File: src/rtl/multicycle_sequencer.sv
// Phase sequencer for the multi-cycle LEGv8 datapath: fetches into ir, steps the
// micro-state and forwards the decoder control word, holding side effects while data RAM stalls.
`timescale 1ns/1ps
module multicycle_sequencer #(
  parameter int CW_WIDTH    = 33,
  parameter int STALL_LIMIT = 15,
  parameter int CNT_WIDTH   = 8
) (
  input  logic                clock,
  input  logic                reset,
  input  logic [31:0]         instr_in,
  input  logic                instr_valid,
  input  logic                mem_ready,
  input  logic [CW_WIDTH-1:0] cw_exec,
  output logic                fetch_req,
  output logic [31:0]         ir,
  output logic [1:0]          state,
  output logic [CW_WIDTH-1:0] cw_out,
  output logic                stalled,
  output logic                fault
);

  typedef enum logic [1:0] {FETCH, EXEC, FAULT} phase_t;

  // Fields silenced while stalled: rf_w, pc_en, pc_fs and status_ld.
  localparam logic [CW_WIDTH-1:0] STALL_MASK = CW_WIDTH'(33'h0_0000_0274);
  localparam logic [CNT_WIDTH-1:0] LAST_STALL = CNT_WIDTH'(STALL_LIMIT - 1);

  phase_t               phase;
  logic [CNT_WIDTH-1:0] stall_cnt;
  logic                 mem_access;
  logic                 stall_cond;

  assign mem_access = cw_exec[8] | cw_exec[7];
  assign stall_cond = mem_access & ~mem_ready;

  always_comb begin
    fetch_req = 1'b0;
    cw_out    = '0;
    stalled   = 1'b0;
    case (phase)
      FETCH: fetch_req = 1'b1;
      EXEC: begin
        if (stall_cond) begin
          stalled = 1'b1;
          cw_out  = cw_exec & ~STALL_MASK;
        end else begin
          cw_out = cw_exec;
        end
      end
      default: ;
    endcase
  end

  // Completion beats timeout: the limit test only applies on a genuine stall cycle.
  always_ff @(posedge clock or posedge reset) begin
    if (reset) begin
      phase     <= FETCH;
      ir        <= '0;
      state     <= '0;
      stall_cnt <= '0;
      fault     <= 1'b0;
    end else begin
      case (phase)
        FETCH: begin
          if (instr_valid) begin
            ir        <= instr_in;
            state     <= '0;
            stall_cnt <= '0;
            phase     <= EXEC;
          end
        end
        EXEC: begin
          if (stall_cond) begin
            stall_cnt <= stall_cnt + CNT_WIDTH'(1);
            if (stall_cnt == LAST_STALL) begin
              phase <= FAULT;
              fault <= 1'b1;
            end
          end else begin
            stall_cnt <= '0;
            if (cw_exec[1:0] == 2'b00) begin
              state <= '0;
              phase <= FETCH;
            end else begin
              state <= cw_exec[1:0];
            end
          end
        end
        FAULT: fault <= 1'b1;
        default: phase <= FETCH;
      endcase
    end
  end

endmodule
File: config.mk
export PLATFORM = sky130hd
export DESIGN_NAME = multicycle_sequencer
export DESIGN_NICKNAME = d
export VERILOG_FILES = /design/src/rtl/multicycle_sequencer.sv
export SDC_FILE = /design/constraint.sdc
export NUM_CORES = 1
export LEC_CHECK = 0
export ABC_CLOCK_PERIOD_IN_PS = 1650
export CAP_MARGIN = 20
export CORE_MARGIN = 4
export CORE_UTILIZATION = 33
export DETAILED_ROUTE_END_ITERATION = 7
export PLACE_DENSITY_LB_ADDON = 0.1
export SYNTH_ARGS = -nofsm -noshare
export SYNTH_HDL_FRONTEND = slang
export SYNTH_SLANG_ARGS = --single-unit
export TNS_END_PERCENT = 50
File: constraint.sdc
create_clock -name clock -period 1.65 [get_ports clock]
set_clock_uncertainty 0.2 [all_clocks]
set_input_delay 0.4125 -clock clock [delete_from_list [all_inputs] [get_ports clock]]
set_output_delay 0.4125 -clock clock [all_outputs]
set_load 0.02 [all_outputs]
==> results.toml <==
[status]
run_status = "finished with violations"
violations = "setup timing"

[die]
rows = 29
initial_core_util = 0.341
ios = 139
core-area_um2 = 6350
die_w_um = 89.0
dieArea_um2 = 7920
die_h_um = 89.0

[setup_path]
crit_path_start_kind = "input pin"
path_class = "in -> out"
required_ns = 1.04
path_max_fanout = 6
slowest_stage = "and2b_2"
cp-end-kind = "output port"
slowest_delay_ns = 0.26
arrival_ns = 1.41
crit_chain = "dlygate4sd2_1 > o21ba_4 > and2b_2 > and2_4 > buf_6"

[route]
avgRoutedWirePerCell_um = 15.3
route.met3.wl_um = 548
wl_met2_um = 3190
drt-met1-wl_um = 2600
top_layer = "met4"
drtPass1Iterations = 4
wl_um = 6390
remaining_drc_errors = 0
via_per_inst = 4.70
drtIter0Drc = 49
vias = 1964
ant_nets = 0

[layout]
finalInstanceArea_um2 = 4120
antenna_cells = 0
layout_commonest_cell = "clkdlybuf4s50_1"
drive_gt1_frac = 0.419
postLayoutCoreUtil = 0.648
final_cell_mix = "clkdlybuf4s50_1, dfrtp_1, buf_6"
nNetsFinal = 413
syn2layout_area_growth_pct = 90.1

[sta]
setup_ws_ns = -0.370
worst_pin_slew_ns = 0.304
hold_viol = 0
max-slew-margin-rel = 0.794
setup_violations = 69
holdWs_ns = 0.266
tns_ns = -20.32
min_period_ns = 2.02
period_share = 1.22
fmax_mhz = 495
drv_slew = 0
rsz0062_at_grt = "yes"

[synthesis]
synth_top_area_frac = 0.520
yosysWarnings = 0
syn_nets = 251
syn-cell-area_um2 = 2160
avgSynthCellArea_um2 = 12.0
netlist_instances = 180
ys_seq_elements = 45
synth-seq-area-share = 0.520
synth_top_cell_by_area = "dfrtp_1"
synthDistinctLibCells = 34
ys_top_cells_by_area = "dfrtp_1, mux2_2, and2_1, buf_6, a31oi_1"

[placed_design]
place_area_um2 = 3840
gp_congestion = 0.799
io_buffers = 138
dp_hpwl_um = 4710

[pwr]
swShare = 0.370
switching_power_w = 0.00220
leakagePower_nw = 1.90
p_per_area_nw_per_um2 = 1440
p_total_w = 0.00595
seqPwrFrac = 0.296
p_int_w = 0.00374
peakVddDrop_mv = 0.793
comb_power_share = 0.599
pwr-share-clk = 0.106

[clocking]
h-tree-depth = 2
numCtsBuffers = 5
cts_sinks = 45
tritoncts = "built"
clk_pin_slew_ns = 0.08
worstSkewPairLatency_ns = 0.29
cts_buffer_depth = 2
root_buffer = "clkbuf_8"

[grt]
grt_first_pass_wirelength_um = 8840
antenna_found_initial = 0
grt_pass1_vias = 1841
grt_max_degree = 46
overflow = 0
grt_use_total = 0.142

[min_path]
hold_class = "in -> async"

[run]
drv_cap = 0
-- per-stage QoR --
| step | worst slack (ns) | cells |
|---|---|---|
| 2_1_floorplan | -0.0311 | 180 |
| 3_3_place_gp | -1.01 | 405 |
| 3_5_place_dp | -1.03 | 405 |
| 4_1_cts | -0.382 | 412 |
| 5_1_grt | -0.444 | 418 |
| 6_report | -0.370 | 418 |
-- kinds of logic (layout without fill, tap and decap cells) --
| kind of cell | after synthesis | in the layout | synth area share |
|---|---|---|---|
| and+or+nand+nor | 63 | 63 | 0.180 |
| DFF | 45 | 45 | 0.520 |
| muxes | 34 | 34 | 0.177 |
| AOI/OAI and AO/OA | 21 | 21 | 0.0711 |
| buffers and inverters | 15 | 176 | 0.0405 |
| adders and majority gates | 2 | 2 | 0.0116 |
-- final timing paths --
path / start / end / depth (start not counted) / slack [ns]
worst max-delay path: cw_exec[7] / cw_out[6] / 5 / -0.37
worst min register to register: fault / fault / 2 / 0.27
max in group asynchronous: reset / stall_cnt[0] / 3 / 0.78
worst min-delay path: reset / ir[3] / 3 / 0.27
worst max register to register: phase[1] / state[0] / 7 / -0.35
min in group clock: fault / fault / 2 / 0.27
-- Yosys cell counts, drive strengths merged --
| cell type | count |
|---|---|
| buf | 5 |
| inv | 6 |
| nor2 | 4 |
| o2111ai | 1 |
| o21bai | 1 |
| and2b | 1 |
| nand4 | 3 |
| clkbuf | 4 |
| and4 | 1 |
| and3 | 2 |
| a41oi | 2 |
| a31oi | 5 |
| a22o | 1 |
| nor3b | 2 |
| o21ba | 1 |
| ha | 2 |
| nor4bb | 1 |
| nor2b | 3 |
| a31o | 2 |
| dfrtp | 45 |
| o211ai | 3 |
| o221ai | 1 |
| nand2 | 6 |
| nand3b | 1 |
| o22ai | 1 |
| mux2 | 34 |
| or3 | 1 |
| and2 | 34 |
| nand3 | 4 |
| o21ai | 3 |
-- layer usage --
metal / global-route usage / up-vias
li1: - / 955
met1: 0.175 / 929
met2: 0.246 / 75
met3: 0.0452 / 5
met4: 0.0284 / 0
met5: 0 / -
-- flip-flops by register name (all words and copies together) (netlist names) --
| name | count |
|---|---|
| fault | 1 |
| ir | 32 |
| phase | 2 |
| stall_cnt | 8 |
| state | 2 |
-- worst max-delay path, delay by kind of cell --
kind | cells | cell delay (ns)
AO/OA/AOI/OAI | 1 | 0.22
AND/OR/NAND/NOR | 2 | 0.41
buffers and inverters | 2 | 0.36
-- layout make-up --
cell class	instances	area, um^2
sequential	45	1130
tap	77	96.3
clock buffer	5	68.8
clock inverter	1	5.00
timing repair buffer	164	1660
fill	520	2230
inverter	6	22.5
multi-input combinational	120	1140
-- power by group through the flow --
stage	Clock, W	Sequential, W	Combinational, W
after floorplan	0	0.00233	0.00126
after global placement	0	0.00176	0.00345
after detailed placement	0	0.00179	0.00346
after CTS	0.000661	0.00175	0.00326
after global routing	0.000714	0.00182	0.00376
final	0.000629	0.00176	0.00356
-- repair_timing --
action,4_1_cts,5_1_grt
endpoints found under the setup margin,106,74
buffers inserted,0,4
gates cloned,1,3
resized for setup,251,32
hold endpoints to repair,0,0
hold buffers,0,0
pin swaps,9,4
Power figures use the tool's default switching activity.
